$ cat config.mk
export PLATFORM = sky130hd
export DESIGN_NAME = pipeline_ctrl_flat
export DESIGN_NICKNAME = d
export VERILOG_FILES = /design/src/rtl/pipe_ctrl_pkg.sv /design/src/rtl/pipeline_ctrl_if.sv /design/src/rtl/sat_counter.sv /design/src/rtl/pipeline_ctrl.sv /design/src/flat_wrapper.sv
export SDC_FILE = /design/constraint.sdc
export NUM_CORES = 1
export LEC_CHECK = 0
export ABC_CLOCK_PERIOD_IN_PS = 9000
export BUFFER_PORTS_ARGS = -buffer_cell sky130_fd_sc_hd__buf_2
export CORE_MARGIN = 5
export CORE_UTILIZATION = 57
export CTS_CLUSTER_SIZE = 16
export DETAILED_ROUTE_END_ITERATION = 10
export GPL_ROUTABILITY_DRIVEN = 0
export GPL_TIMING_DRIVEN = 0
export PLACE_DENSITY = 0.82
export SETUP_SLACK_MARGIN = 0.4
export SKIP_LAST_GASP = 1
export SLEW_MARGIN = 20
export SYNTH_ARGS = -nofsm -noshare
export SYNTH_HDL_FRONTEND = slang
export SYNTH_SLANG_ARGS = --single-unit
$ cat constraint.sdc
create_clock -name clk -period 9 [get_ports clk]
set_clock_uncertainty 0.05 [all_clocks]
set_input_delay 2.7 -clock clk [delete_from_list [all_inputs] [get_ports clk]]
set_output_delay 2.7 -clock clk [all_outputs]
set_load 0.05 [all_outputs]
$ cat src/rtl/pipe_ctrl_pkg.sv
// Shared types and constants for the pipeline stall/flush controller.
package pipe_ctrl_pkg;

    localparam int unsigned REG_AW = 5;

    localparam logic [REG_AW-1:0] REG_X0 = 5'd0;

    typedef enum logic {
        RUN      = 1'b0,
        MEM_WAIT = 1'b1
    } ctrl_state_e;

    // Winning hazard for the current cycle; drives the output decode.
    typedef enum logic [1:0] {
        HZ_NONE     = 2'd0,
        HZ_LOAD_USE = 2'd1,
        HZ_MISPRED  = 2'd2,
        HZ_MEM      = 2'd3
    } hazard_e;

endpackage

$ cat src/rtl/pipeline_ctrl_if.sv
// Hazard inputs, register enables/flushes and status of the pipeline controller.
// master: pipeline side (drives hazards, receives controls); slave: controller.
interface pipeline_ctrl_if #(
    parameter int unsigned CNT_W = 32
);
    logic [pipe_ctrl_pkg::REG_AW-1:0] id_rs1_addr;
    logic [pipe_ctrl_pkg::REG_AW-1:0] id_rs2_addr;
    logic                             id_rs1_used;
    logic                             id_rs2_used;
    logic [pipe_ctrl_pkg::REG_AW-1:0] ex_rd_addr;
    logic                             ex_is_load;
    logic                             ex_mispredict;
    logic                             mem_req;
    logic                             mem_ack;

    logic                             pc_en;
    logic                             IF_ID_en;
    logic                             ID_EX_en;
    logic                             EX_MEM_en;
    logic                             if_id_flush;
    logic                             id_ex_flush;
    logic [CNT_W-1:0]                 stall_cnt;
    logic [CNT_W-1:0]                 flush_cnt;
    logic                             mem_timeout;

    modport master (
        output id_rs1_addr, id_rs2_addr, id_rs1_used, id_rs2_used,
               ex_rd_addr, ex_is_load, ex_mispredict, mem_req, mem_ack,
        input  pc_en, IF_ID_en, ID_EX_en, EX_MEM_en, if_id_flush, id_ex_flush,
               stall_cnt, flush_cnt, mem_timeout
    );

    modport slave (
        input  id_rs1_addr, id_rs2_addr, id_rs1_used, id_rs2_used,
               ex_rd_addr, ex_is_load, ex_mispredict, mem_req, mem_ack,
        output pc_en, IF_ID_en, ID_EX_en, EX_MEM_en, if_id_flush, id_ex_flush,
               stall_cnt, flush_cnt, mem_timeout
    );

endinterface

$ cat src/rtl/sat_counter.sv
// Saturating up-counter: holds at all-ones instead of wrapping.
// Ports: clk, rst_n (async active-low), inc (count enable), clr (sync clear),
// count (registered value).
module sat_counter #(
    parameter int unsigned W = 8
) (
    input  logic         clk,
    input  logic         rst_n,
    input  logic         inc,
    input  logic         clr,
    output logic [W-1:0] count
);

    always_ff @(posedge clk or negedge rst_n) begin
        if (!rst_n) begin
            count <= '0;
        end else if (clr) begin
            count <= '0;
        end else if (inc && (count != '1)) begin
            count <= count + W'(1);
        end
    end

endmodule

$ cat src/rtl/pipeline_ctrl.sv
// Central stall/flush controller for the 5-stage pipeline.
// Ports: clk, rst_n (async active-low); bus (slave modport) carries the
// load-use/mispredict/memory hazard inputs, the PC/IF_ID/ID_EX/EX_MEM enables,
// the IF/ID and ID/EX flushes, saturating stall/flush counters and the sticky
// memory-timeout flag.
module pipeline_ctrl
    import pipe_ctrl_pkg::*;
#(
    parameter int unsigned CNT_W       = 32,
    parameter int unsigned MEM_TIMEOUT = 16
) (
    input  logic            clk,
    input  logic            rst_n,
    pipeline_ctrl_if.slave  bus
);

    localparam int unsigned TMO_W = $clog2(MEM_TIMEOUT + 1);

    ctrl_state_e      state_q, state_d;
    logic [TMO_W-1:0] tmo_q, tmo_d;
    logic             timeout_q, timeout_d;

    hazard_e hz_c;
    logic    load_use_c;
    logic    mem_stall_c;
    logic    pc_en_c, if_id_en_c, id_ex_en_c, ex_mem_en_c;
    logic    if_id_flush_c, id_ex_flush_c;

    // Hazard detection and prioritisation.
    always_comb begin
        load_use_c = bus.ex_is_load && (bus.ex_rd_addr != REG_X0) &&
                     ((bus.id_rs1_used && (bus.id_rs1_addr == bus.ex_rd_addr)) ||
                      (bus.id_rs2_used && (bus.id_rs2_addr == bus.ex_rd_addr)));
        // The ack cycle itself is not stalled, so an ack in MEM_WAIT releases at once.
        mem_stall_c = !bus.mem_ack && (bus.mem_req || (state_q == MEM_WAIT));
        hz_c = HZ_NONE;
        if (mem_stall_c) begin
            hz_c = HZ_MEM;
        end else if (bus.ex_mispredict) begin
            hz_c = HZ_MISPRED;
        end else if (load_use_c) begin
            hz_c = HZ_LOAD_USE;
        end
    end

    // Next state, timeout tracking and control decode.
    always_comb begin
        state_d       = state_q;
        tmo_d         = tmo_q;
        timeout_d     = timeout_q;
        pc_en_c       = 1'b0;
        if_id_en_c    = 1'b0;
        id_ex_en_c    = 1'b0;
        ex_mem_en_c   = 1'b0;
        if_id_flush_c = 1'b0;
        id_ex_flush_c = 1'b0;

        case (state_q)
            RUN: begin
                tmo_d = '0;
                if (bus.mem_req && !bus.mem_ack) begin
                    state_d = MEM_WAIT;
                end
            end
            MEM_WAIT: begin
                // Count this waiting cycle; the access itself is never aborted.
                if (tmo_q == TMO_W'(MEM_TIMEOUT - 1)) begin
                    timeout_d = 1'b1;
                end
                if (bus.mem_ack) begin
                    state_d = RUN;
                    tmo_d   = '0;
                end else if (tmo_q != TMO_W'(MEM_TIMEOUT)) begin
                    tmo_d = tmo_q + TMO_W'(1);
                end
            end
            default: state_d = RUN;
        endcase

        if (rst_n) begin
            case (hz_c)
                HZ_NONE: begin
                    pc_en_c     = 1'b1;
                    if_id_en_c  = 1'b1;
                    id_ex_en_c  = 1'b1;
                    ex_mem_en_c = 1'b1;
                end
                HZ_LOAD_USE: begin
                    id_ex_en_c    = 1'b1;
                    ex_mem_en_c   = 1'b1;
                    id_ex_flush_c = 1'b1;
                end
                HZ_MISPRED: begin
                    pc_en_c       = 1'b1;
                    if_id_en_c    = 1'b1;
                    id_ex_en_c    = 1'b1;
                    ex_mem_en_c   = 1'b1;
                    if_id_flush_c = 1'b1;
                    id_ex_flush_c = 1'b1;
                end
                default: ;
            endcase
        end
    end

    always_ff @(posedge clk or negedge rst_n) begin
        if (!rst_n) begin
            state_q   <= RUN;
            tmo_q     <= '0;
            timeout_q <= 1'b0;
        end else begin
            state_q   <= state_d;
            tmo_q     <= tmo_d;
            timeout_q <= timeout_d;
        end
    end

    assign bus.pc_en       = pc_en_c;
    assign bus.IF_ID_en    = if_id_en_c;
    assign bus.ID_EX_en    = id_ex_en_c;
    assign bus.EX_MEM_en   = ex_mem_en_c;
    assign bus.if_id_flush = if_id_flush_c;
    assign bus.id_ex_flush = id_ex_flush_c;
    assign bus.mem_timeout = timeout_q;

    sat_counter #(.W(CNT_W)) u_stall_cnt (
        .clk   (clk),
        .rst_n (rst_n),
        .inc   (!pc_en_c),
        .clr   (1'b0),
        .count (bus.stall_cnt)
    );

    sat_counter #(.W(CNT_W)) u_flush_cnt (
        .clk   (clk),
        .rst_n (rst_n),
        .inc   (hz_c == HZ_MISPRED),
        .clr   (1'b0),
        .count (bus.flush_cnt)
    );

endmodule

$ cat src/flat_wrapper.sv
// flat-port wrapper written by rule: the top's interface ports become plain ports
module pipeline_ctrl_flat import pipe_ctrl_pkg::*;
#(
    parameter int unsigned CNT_W       = 32,
    parameter int unsigned MEM_TIMEOUT = 16
)
  (clk, rst_n, bus_id_rs1_addr, bus_id_rs2_addr, bus_id_rs1_used, bus_id_rs2_used, bus_ex_rd_addr, bus_ex_is_load, bus_ex_mispredict, bus_mem_req, bus_mem_ack, bus_pc_en, bus_IF_ID_en, bus_ID_EX_en, bus_EX_MEM_en, bus_if_id_flush, bus_id_ex_flush, bus_stall_cnt, bus_flush_cnt, bus_mem_timeout);
  pipeline_ctrl_if #(.CNT_W(CNT_W)) bus_i ();
  input  logic clk;
  input  logic rst_n;
  input wire logic [$bits(bus_i.id_rs1_addr)-1:0] bus_id_rs1_addr;
  input wire logic [$bits(bus_i.id_rs2_addr)-1:0] bus_id_rs2_addr;
  input wire logic [$bits(bus_i.id_rs1_used)-1:0] bus_id_rs1_used;
  input wire logic [$bits(bus_i.id_rs2_used)-1:0] bus_id_rs2_used;
  input wire logic [$bits(bus_i.ex_rd_addr)-1:0] bus_ex_rd_addr;
  input wire logic [$bits(bus_i.ex_is_load)-1:0] bus_ex_is_load;
  input wire logic [$bits(bus_i.ex_mispredict)-1:0] bus_ex_mispredict;
  input wire logic [$bits(bus_i.mem_req)-1:0] bus_mem_req;
  input wire logic [$bits(bus_i.mem_ack)-1:0] bus_mem_ack;
  output wire logic [$bits(bus_i.pc_en)-1:0] bus_pc_en;
  output wire logic [$bits(bus_i.IF_ID_en)-1:0] bus_IF_ID_en;
  output wire logic [$bits(bus_i.ID_EX_en)-1:0] bus_ID_EX_en;
  output wire logic [$bits(bus_i.EX_MEM_en)-1:0] bus_EX_MEM_en;
  output wire logic [$bits(bus_i.if_id_flush)-1:0] bus_if_id_flush;
  output wire logic [$bits(bus_i.id_ex_flush)-1:0] bus_id_ex_flush;
  output wire logic [$bits(bus_i.stall_cnt)-1:0] bus_stall_cnt;
  output wire logic [$bits(bus_i.flush_cnt)-1:0] bus_flush_cnt;
  output wire logic [$bits(bus_i.mem_timeout)-1:0] bus_mem_timeout;
  assign bus_i.id_rs1_addr = bus_id_rs1_addr;
  assign bus_i.id_rs2_addr = bus_id_rs2_addr;
  assign bus_i.id_rs1_used = bus_id_rs1_used;
  assign bus_i.id_rs2_used = bus_id_rs2_used;
  assign bus_i.ex_rd_addr = bus_ex_rd_addr;
  assign bus_i.ex_is_load = bus_ex_is_load;
  assign bus_i.ex_mispredict = bus_ex_mispredict;
  assign bus_i.mem_req = bus_mem_req;
  assign bus_i.mem_ack = bus_mem_ack;
  assign bus_pc_en = bus_i.pc_en;
  assign bus_IF_ID_en = bus_i.IF_ID_en;
  assign bus_ID_EX_en = bus_i.ID_EX_en;
  assign bus_EX_MEM_en = bus_i.EX_MEM_en;
  assign bus_if_id_flush = bus_i.if_id_flush;
  assign bus_id_ex_flush = bus_i.id_ex_flush;
  assign bus_stall_cnt = bus_i.stall_cnt;
  assign bus_flush_cnt = bus_i.flush_cnt;
  assign bus_mem_timeout = bus_i.mem_timeout;
  pipeline_ctrl #(.CNT_W(CNT_W), .MEM_TIMEOUT(MEM_TIMEOUT)) u_core (.clk(clk), .rst_n(rst_n), .bus(bus_i));
endmodule
==> results of run 1 <==
-- registers in the layout, summed over array words and instances (netlist names) --
signal / cells
u_core.tmo_q: 5
u_core.bus.mem_timeout: 1
u_core.u_flush_cnt.count: 32
u_core.u_stall_cnt.count: 32
u_core.state_q: 1
-- cells in the mapped netlist (2+ instances only) --
cell type / n
nand3_1: 31
mux2_4: 2
ha_1: 6
or3_1: 3
nand4_1: 18
nand4b_1: 2
dfrtp_1: 71
and3_4: 2
and4_1: 6
nand2_1: 35
xor2_1: 25
nor2_1: 20
o21ai_0: 3
clkbuf_1: 2
and3_1: 12
nor3_1: 11
inv_1: 8
nand2b_1: 2
xnor2_1: 46
nor2b_1: 3
nor2_2: 5
or2_2: 2
buf_4: 3
and2_1: 3
-- metrics by stage --
stage | setup WS [ns] | area, um^2 | instances
3_5_place_dp | 1.82 | 4200 | 513
3_3_place_gp | 1.33 | 4170 | 512
2_1_floorplan | 1.48 | 3610 | 342
4_1_cts | 1.82 | 4380 | 526
6_report | 1.85 | 4380 | 526
5_1_grt | 1.70 | 4380 | 526
-- routing by layer --
layer	part of all wire [%]	up-vias	track usage (%)	routed length (um)
li1	-	1384	-	-
met1	45	1386	28.3	3570
met2	47	94	33.6	3750
met3	7.0	7	4.65	553
met4	0.96	0	6.50	76
met5	0	-	0	0
-- how the worst min path moves through the flow --
stage | to | cells after the start
2_1_floorplan | u_core.bus.mem_timeout$_DFFE_PN0P_ | 1
3_3_place_gp | u_core.bus.mem_timeout$_DFFE_PN0P_ | 1
3_5_place_dp | u_core.bus.mem_timeout$_DFFE_PN0P_ | 1
4_1_cts | u_core.bus.mem_timeout$_DFFE_PN0P_ | 1
5_1_grt | u_core.bus.mem_timeout$_DFFE_PN0P_ | 1
6_report | u_core.bus.mem_timeout$_DFFE_PN0P_ | 1
-- kinds of logic after synthesis --
| kind of cell | share of synthesized area (%) |
|---|---|
| flip-flops | 49.2 |
| multiplexers | 1.42 |
| XOR/XNOR | 17.7 |
| adder cells (fa/ha/maj) | 2.08 |
| AND/OR/NAND/NOR | 25.3 |
| buffers and inverters | 1.80 |
| AO/OA/AOI/OAI | 2.53 |
-- power groups by stage --
stage	clock (uW)	sequential (uW)	combinational, uW
after floorplan	0	515	71.7
after global placement	0	402	250
after detailed placement	0	405	257
after CTS	248	399	257
after global routing	268	405	269
final	245	399	254
-- layout make-up --
type | instances | area [um^2]
Buffer | 6 | 35.0
Clock buffer | 12 | 155
Clock inverter | 1 | 30.0
Fill cell | 490 | 1860
Inverter | 8 | 30.0
Multi-Input combinational cell | 257 | 1770
Sequential cell | 71 | 1780
Tap cell | 77 | 96.3
Timing Repair Buffer | 94 | 488
==> flow_summary_export.csv, run 1 <==
group,metric,value,unit
status,status,"complete, no violations",
clock_network,cts_sinks,71,
power_and_ir_drop,ir_drop,0.000177,V
yosys,synthArstFlopShare,100,%
sta,tightestPinTransition,0.507,ns
floorplan,io_pins,94,
yosys,synthTopCellsByArea,"dfrtp_1 49%, xnor2_1 11%, xor2_1 6.1%",
floorplan,initial_core_util,57.9,%
layout,utilization,70.2,%
critical_path,ff2ff_path_depth,6,
drt,routed_wl,7.95,mm
power_and_ir_drop,swShare,37.3,%
clock_network,clk_latency,0.33,ns
critical_path,critical_path_buf_inv_count,3,
global_route,antenna_found_initial,0,
yosys,syn_inst,342,
floorplan,fp.dieH,89.6,um
layout,layout-drive-gt1-share,29.6,%
hold_path,min_from,"u_core.bus.mem_timeout$_DFFE_PN0P_",
power_and_ir_drop,intPower,563,uW
clock_network,cts_tree,"built",
yosys,synth_largest_area_cell,"dfrtp_1",
yosys,syn_area,3610,um^2
yosys,ys_ff_latch,71,
layout,nets,476,
hold_path,hp-class,"reg2reg",
sta,setup_viol,0,
critical_path,path_class,"in2out",
clock_network,numCtsBuffers,9,
clock_network,cts-root-buf,"clkbuf_8",
floorplan,dieWidth,89.6,um
power_and_ir_drop,power,898,uW
critical_path,crit_path_cell_trace,"buf_2, or4_1, nor2_1, nor3b_2, nand2_1, nand2_1, ha_1, nor2b_1, buf_4, buf_2",
layout,diodes,0,
job,cap_violations,0,
critical_path,crit_cells,10,
drt,vias_per_cell,5.46,
yosys,yosysUniqueCellTypes,45,
yosys,synth.avg_cell_area,10.6,um^2
power_and_ir_drop,power_density,205,nW/um^2
sta,max_freq,0.140,GHz
sta,hold_ws,0.417,ns
floorplan,fp-row-count,29,
clock_network,htree_levels,3,
drt,drc,0,
critical_path,r2r-start,"u_core.u_stall_cnt.count[0]$_DFFE_PN0P_",
global_route,grt_use_total,20.9,%
place,io_buffer_count,93,
critical_path,startpoint,"bus_ex_rd_addr[0]",
layout,area_growth,21.3,%
layout,final_cell_mix,"93 x buf_2, 71 x dfrtp_1, 46 x xnor2_1",
layout,layout_commonest_cell,"buf_2",
drt,avgRoutedWirePerCell,15.1,um
critical_path,rrSetupSlack,6.66,ns
critical_path,worstPathRequired,6.25,ns
clock_network,cts_max_path_buffers,2,
critical_path,slowest_delay,0.51,ns
yosys,synth_warnings,0,
critical_path,end_kind,"output port",
yosys,synth_nets,371,
drt,num_vias,2871,
critical_path,reg2reg_to,"u_core.u_stall_cnt.count[24]$_DFFE_PN0P_",
power_and_ir_drop,combPwrFrac,28.3,%
power_and_ir_drop,pwr-share-seq,44.5,%
clock_network,postCtsHoldBufs,0,
critical_path,cp-endpoint,"bus_ID_EX_en",
critical_path,cp_data_arrival_time,4.40,ns
critical_path,cpLargestDelayFamily,"simple AND/OR/NAND/NOR gates",
drt,drtPass1Iterations,4,
power_and_ir_drop,power_switching,335,uW
yosys,synth_flop_cell,"dfrtp_1",
drt,ant_nets,0,
yosys,seq_area_frac_synth,49.2,%
sta,rsz0062_at_grt,"false",
sta,finalMaxSlewViolations,0,
drt,first_iter_violations,186,
clock_network,cts_setup_buffers,0,
sta,slew_headroom,65.9,%
sta,final_hold_viol_count,0,
global_route,grt_max_degree,40,
floorplan,die_area,8030,um^2
global_route,grt_pass1_vias,2810,
global_route,grt_remaining_overflow,0,
global_route,grt_pass1_wl,13.0,mm
critical_path,critPathMaxFanout,3,
power_and_ir_drop,clockPowerShare,27.3,%
sta,totalNegativeSetupSlack,0,ns
sta,fin_crit_sh,79.5,%
clock_network,clkTransAtPathRegs,0.07,ns
floorplan,core,6240,um^2
power_and_ir_drop,power.leakage,0.00214,uW
sta,finalCriticalPeriod,7.15,ns
clock_network,cts_resized,0,
critical_path,cp_slowest_cell,"or4_1",
yosys,yosys.area.top_type_share,49.2,%
critical_path,crit_path_start_kind,"primary input",
place,dpl.hpwl,6.00,mm
yosys,synth_edf_count,0,
(Power assumes the default switching activity.)
==> run 2, diff against run 1 <==
--- a/config.mk
+++ b/config.mk
@@ -5,15 +5,15 @@
 export SDC_FILE = /design/constraint.sdc
 export NUM_CORES = 1
 export LEC_CHECK = 0
-export ABC_CLOCK_PERIOD_IN_PS = 9000
+export ABC_CLOCK_PERIOD_IN_PS = 6550
 export BUFFER_PORTS_ARGS = -buffer_cell sky130_fd_sc_hd__buf_2
 export CORE_MARGIN = 5
-export CORE_UTILIZATION = 57
+export CORE_UTILIZATION = 48
 export CTS_CLUSTER_SIZE = 16
 export DETAILED_ROUTE_END_ITERATION = 10
 export GPL_ROUTABILITY_DRIVEN = 0
 export GPL_TIMING_DRIVEN = 0
-export PLACE_DENSITY = 0.82
+export PLACE_DENSITY = 0.73
 export SETUP_SLACK_MARGIN = 0.4
 export SKIP_LAST_GASP = 1
 export SLEW_MARGIN = 20
==> constraint.sdc (replaced) <==
create_clock -name clk -period 6.55 [get_ports clk]
set_clock_uncertainty 0.05 [all_clocks]
set_input_delay 1.965 -clock clk [delete_from_list [all_inputs] [get_ports clk]]
set_output_delay 1.965 -clock clk [all_outputs]
set_load 0.05 [all_outputs]
==> run 2 against run 1 <==
Sequential cell count stayed put. Combinational power grew 38%. Core utilization is 10 points lower. Power grew 33%. Clock power grew 22%. Non-clock buffer count unchanged.
==> flow_summary_export.csv, run 2 (same netlist as run 1, synthesis figures left out) <==
group,metric,value,unit
sta,finalMaxSlewViolations,0,
global_route,grt_pass1_vias,2862,
sta,rsz0062_at_grt,"false",
clock_network,cts_max_path_buffers,2,
drt,vias_per_cell,5.15,
drt,first_iter_violations,79,
drt,drc,0,
layout,utilization,60.2,%
critical_path,end_kind,"output port",
floorplan,io_pins,94,
global_route,grt_pass1_wl,13.7,mm
layout,layout-drive-gt1-share,29.6,%
clock_network,cts_tree,"built",
floorplan,fp.dieH,96.7,um
global_route,antenna_found_initial,0,
floorplan,core,7290,um^2
critical_path,worstPathRequired,4.53,ns
drt,routed_wl,7.80,mm
critical_path,crit_path_start_kind,"primary input",
drt,drtPass1Iterations,4,
critical_path,critPathMaxFanout,3,
layout,top_regs,"u_core.u_flush_cnt.count x32, u_core.u_stall_cnt.count x32, u_core.tmo_q x5",
sta,finalCriticalPeriod,5.66,ns
drt,ant_nets,0,
hold_path,hp-class,"reg2reg",
power_and_ir_drop,power.leakage,0.00213,uW
global_route,grt_use_total,17.3,%
sta,tightestPinTransition,0.512,ns
power_and_ir_drop,power_density,273,nW/um^2
layout,diodes,0,
floorplan,die_area,9360,um^2
clock_network,numCtsBuffers,9,
clock_network,cts_resized,0,
sta,setup_viol,0,
layout,final_cell_mix,"93 x buf_2, 71 x dfrtp_1, 46 x xnor2_1",
sta,max_freq,0.177,GHz
job,cap_violations,0,
sta,totalNegativeSetupSlack,0,ns
critical_path,cp_data_arrival_time,3.65,ns
sta,slew_headroom,65.6,%
layout,nets,476,
global_route,grt_remaining_overflow,0,
place,io_buffer_count,93,
clock_network,cts_setup_buffers,0,
clock_network,clkTransAtPathRegs,0.07,ns
status,status,"complete, no violations",
floorplan,dieWidth,96.7,um
sta,fin_crit_sh,86.4,%
layout,final_area,4390,um^2
global_route,grt_max_degree,40,
floorplan,initial_core_util,49.5,%
place,placed_area,4220,um^2
layout,fin_cells,549,
clock_network,cts-root-buf,"clkbuf_8",
clock_network,cts_sinks,71,
sta,final_hold_viol_count,0,
clock_network,postCtsHoldBufs,0,
place,dpl.hpwl,5.96,mm
drt,avgRoutedWirePerCell,14.2,um
clock_network,htree_levels,3,
place,post-place-cells,535,
layout,layout_commonest_cell,"buf_2",
critical_path,path_class,"in2out",
clock_network,clk_latency,0.33,ns
layout,area_growth,21.5,%
floorplan,fp-row-count,31,
power_and_ir_drop,ir_drop,0.000201,V
drt,num_vias,2828,
run 2: changes by cell type in the layout (fill, tap and decap cells not counted):
| cell | delta |
|---|---|
| bufinv_16 | -1 |
| clkbuf_1 | +1 |
| clkinv_2 | +1 |
run 2: final cells by class:
type	instances	area, um^2
Clock buffer	13	159
Multi-Input combinational cell	257	1770
Inverter	8	30.0
Buffer	6	35.0
Timing Repair Buffer	94	488
Clock inverter	1	5.00
Tap cell	99	124
Fill cell	646	2910
Sequential cell	71	1780
run 2: layer usage:
metal  vias up  part of all wire (%)  global-route usage, %
met3         8                   6.2                   4.96
met5         -                     0                      0
met2        86                    45                   26.4
li1       1387                     -                      -
met1      1347                    48                   23.9
met4         0                   1.5                   5.18
run 2: path summary, 6_finish.rpt:
| check | depth (start not counted) | start | slack [ns] | endpoint |
|---|---|---|---|---|
| max | 10 | bus_ex_rd_addr[0] | 0.89 | bus_ID_EX_en |
| min | 1 | u_core.bus.mem_timeout$_DFFE_PN0P_ | 0.43 | u_core.bus.mem_timeout$_DFFE_PN0P_ |
| max reg2reg | 7 | u_core.u_stall_cnt.count[0]$_DFFE_PN0P_ | 4.29 | u_core.u_stall_cnt.count[17]$_DFFE_PN0P_ |
| min reg2reg | 1 | u_core.bus.mem_timeout$_DFFE_PN0P_ | 0.43 | u_core.bus.mem_timeout$_DFFE_PN0P_ |
| max in group asynchronous | 2 | rst_n | 4.34 | u_core.u_flush_cnt.count[7]$_DFFE_PN0P_ |
| min in group asynchronous | 1 | rst_n | 1.54 | u_core.u_stall_cnt.count[9]$_DFFE_PN0P_ |
run 2: metrics by stage:
step / power (uW) / hold WS (ns) / setup slack (ns)
6_report: 1200 / 0.429 / 0.889
5_1_grt: 1260 / 0.451 / 0.740
4_1_cts: 1220 / 0.437 / 0.856
3_5_place_dp: 911 / 0.421 / 0.861
3_3_place_gp: 899 / 0.397 / 0.321
2_1_floorplan: 806 / 0.435 / 0.502
run 2: report_power, final:
group | leakage, uW | internal [uW] | total, uW | switching (uW)
sequential | 0.000927 | 486 | 549 | 62.5
combinational | 0.00111 | 96.4 | 350 | 254
clock | 0.0000854 | 154 | 299 | 145
run 2: critical path: stages:
cell     delay, ns
buf_2         0.12
or4_1         0.53
nor2_1        0.13
nor3b_2       0.08
nand2_1       0.06
nand2_1       0.06
ha_1          0.20
nor2b_1       0.14
buf_4         0.12
buf_2         0.25
==> run 3, diff against run 2 <==
--- a/config.mk
+++ b/config.mk
@@ -5,15 +5,16 @@
 export SDC_FILE = /design/constraint.sdc
 export NUM_CORES = 1
 export LEC_CHECK = 0
-export ABC_CLOCK_PERIOD_IN_PS = 6550
+export ABC_CLOCK_PERIOD_IN_PS = 5400
 export BUFFER_PORTS_ARGS = -buffer_cell sky130_fd_sc_hd__buf_2
+export CAP_MARGIN = 40
 export CORE_MARGIN = 5
-export CORE_UTILIZATION = 48
+export CORE_UTILIZATION = 53
 export CTS_CLUSTER_SIZE = 16
 export DETAILED_ROUTE_END_ITERATION = 10
 export GPL_ROUTABILITY_DRIVEN = 0
 export GPL_TIMING_DRIVEN = 0
-export PLACE_DENSITY = 0.73
+export PLACE_DENSITY = 0.77
 export SETUP_SLACK_MARGIN = 0.4
 export SKIP_LAST_GASP = 1
 export SLEW_MARGIN = 20
==> constraint.sdc (replaced) <==
create_clock -name clk -period 5.4 [get_ports clk]
set_clock_uncertainty 0.05 [all_clocks]
set_input_delay 1.62 -clock clk [delete_from_list [all_inputs] [get_ports clk]]
set_output_delay 1.62 -clock clk [all_outputs]
set_load 0.05 [all_outputs]
==> run 3 against run 2 <==
Non-clock buffer count is the same. Wire length up 2.6%. Clock power grew 22%. Sequential share of layout area rose by 0.058 points. Worst setup slack got worse by 0.41 ns. Die area fell by 8.5%. Register-to-register slack worse by 1.2 ns. Largest power group unchanged.
==> flow_summary_export.csv, run 3 (same netlist as run 1, synthesis figures left out) <==
group,metric,value,unit
drt,drc,0,
critical_path,reg2reg_to,"u_core.u_stall_cnt.count[11]$_DFFE_PN0P_",
floorplan,io_pins,94,
power_and_ir_drop,combPwrFrac,29.1,%
sta,fin_crit_sh,91.2,%
sta,max_freq,0.203,GHz
drt,ant_nets,0,
critical_path,end_kind,"output port",
global_route,grt_use_total,19.7,%
global_route,grt_pass1_wl,13.6,mm
power_and_ir_drop,power_switching,559,uW
critical_path,cp-endpoint,"bus_id_ex_flush",
place,io_buffer_count,93,
global_route,grt_pass1_vias,2879,
power_and_ir_drop,clockPowerShare,25.1,%
critical_path,crit_path_start_kind,"primary input",
drt,first_iter_violations,98,
clock_network,numCtsBuffers,9,
drt,drtPass1Iterations,4,
layout,top_regs,"u_core.u_flush_cnt.count x32, u_core.u_stall_cnt.count x32, u_core.tmo_q x5",
clock_network,cts_tree,"built",
power_and_ir_drop,swShare,38.5,%
drt,avgRoutedWirePerCell,15.1,um
global_route,grt_max_degree,52,
floorplan,fp-row-count,30,
floorplan,dieWidth,92.5,um
power_and_ir_drop,ir_drop,0.000296,V
layout,layout_commonest_cell,"buf_2",
sta,finalMaxSlewViolations,0,
global_route,grt_remaining_overflow,0,
critical_path,cp_data_arrival_time,3.25,ns
sta,totalNegativeSetupSlack,0,ns
clock_network,htree_levels,3,
critical_path,r2r-start,"u_core.u_stall_cnt.count[0]$_DFFE_PN0P_",
layout,fill_cells,566,
floorplan,fp.dieH,92.5,um
place,dpl.hpwl,6.07,mm
critical_path,worstPathRequired,3.73,ns
power_and_ir_drop,power.leakage,0.00214,uW
critical_path,path_class,"in2out",
sta,final_hold_viol_count,0,
drt,routed_wl,8.00,mm
layout,area_growth,21.3,%
layout,final_cell_mix,"92 x buf_2, 71 x dfrtp_1, 46 x xnor2_1",
sta,slew_headroom,68.7,%
power_and_ir_drop,pwr-share-seq,45.8,%
drt,num_vias,2893,
critical_path,startpoint,"bus_ex_rd_addr[0]",
global_route,antenna_found_initial,0,
clock_network,clk_latency,0.33,ns
hold_path,hp-class,"reg2reg",
power_and_ir_drop,power,1450,uW
sta,finalCriticalPeriod,4.92,ns
floorplan,die_area,8560,um^2
power_and_ir_drop,power_density,332,nW/um^2
power_and_ir_drop,intPower,894,uW
job,cap_violations,0,
sta,setup_viol,0,
drt,vias_per_cell,5.46,
clock_network,cts_sinks,71,
clock_network,cts_max_path_buffers,2,
sta,rsz0062_at_grt,"false",
clock_network,cts-root-buf,"clkbuf_8",
layout,diodes,0,
sta,hold_ws,0.422,ns
status,status,"complete, no violations",
clock_network,clkTransAtPathRegs,0.07,ns
critical_path,critPathMaxFanout,3,
critical_path,ff2ff_path_depth,8,
clock_network,postCtsHoldBufs,0,
critical_path,rrSetupSlack,3.12,ns
floorplan,initial_core_util,53.7,%
sta,tightestPinTransition,0.466,ns
layout,layout-drive-gt1-share,29.8,%
floorplan,core,6720,um^2
layout,nets,476,
-- run 3: cell counts in the layout (fill, tap and decap cells not counted) --
Identical to the previous run, type by type.
-- run 3: how the worst min path moves through the flow --
stage	start	end	slack [ns]	cells past startpoint
3_3_place_gp	u_core.bus.mem_timeout$_DFFE_PN0P_	u_core.bus.mem_timeout$_DFFE_PN0P_	0.39	1
2_1_floorplan	u_core.state_q$_DFF_PN0_	u_core.bus.mem_timeout$_DFFE_PN0P_	0.43	1
3_5_place_dp	u_core.bus.mem_timeout$_DFFE_PN0P_	u_core.bus.mem_timeout$_DFFE_PN0P_	0.41	1
6_report	u_core.bus.mem_timeout$_DFFE_PN0P_	u_core.bus.mem_timeout$_DFFE_PN0P_	0.42	1
4_1_cts	u_core.bus.mem_timeout$_DFFE_PN0P_	u_core.bus.mem_timeout$_DFFE_PN0P_	0.42	1
5_1_grt	u_core.bus.mem_timeout$_DFFE_PN0P_	u_core.bus.mem_timeout$_DFFE_PN0P_	0.44	1
-- run 3: metrics by stage --
| step | utilization, % | std cells | worst slack, ns | instance area [um^2] |
|---|---|---|---|---|
| after floorplan | - | 342 | 0.506 | 3620 |
| after global placement | 62.3 | 515 | -0.139 | 4180 |
| after detailed placement | 62.7 | 516 | 0.428 | 4210 |
| after CTS | 65.2 | 530 | 0.425 | 4380 |
| after global routing | 65.2 | 530 | 0.406 | 4380 |
| final | 65.2 | 530 | 0.476 | 4380 |
-- run 3: layer usage --
layer	up-vias	track usage, %	routed length [um]
met5	-	0	0
met4	0	8.54	123
met3	10	3.25	486
met2	88	31.1	3720
met1	1398	26.9	3670
li1	1397	-	-
-- run 3: repair_timing --
item / CTS / global route
endpoints found under the setup margin: 0 / 1
gates resized for setup: 0 / 2
setup buffers: 0 / 0
-- run 3: critical path: stages --
cell	delay (ns)
buf_2	0.13
or4_1	0.52
nor2_1	0.13
nor3b_2	0.08
nand2_1	0.07
nand2_1	0.05
ha_1	0.28
and2_1	0.12
buf_2	0.26
-- run 3: final cells by class --
cell class	instances	area, um^2	area share [%]
multi-input combinational	257	1780	40.6
buffer	6	35.0	0.800
inverter	8	30.0	0.686
clock buffer	13	159	3.63
sequential	71	1780	40.6
clock inverter	1	5.00	0.114
timing repair buffer	94	498	11.4
tap	80	100	2.29
-- run 3: power by group through the flow --
stage,clock network [uW],registers [uW],logic [uW]
finish,365,665,424
global placement,0,671,418
CTS,378,665,428
detailed placement,0,675,427
floorplan,0,858,120
global route,399,676,451
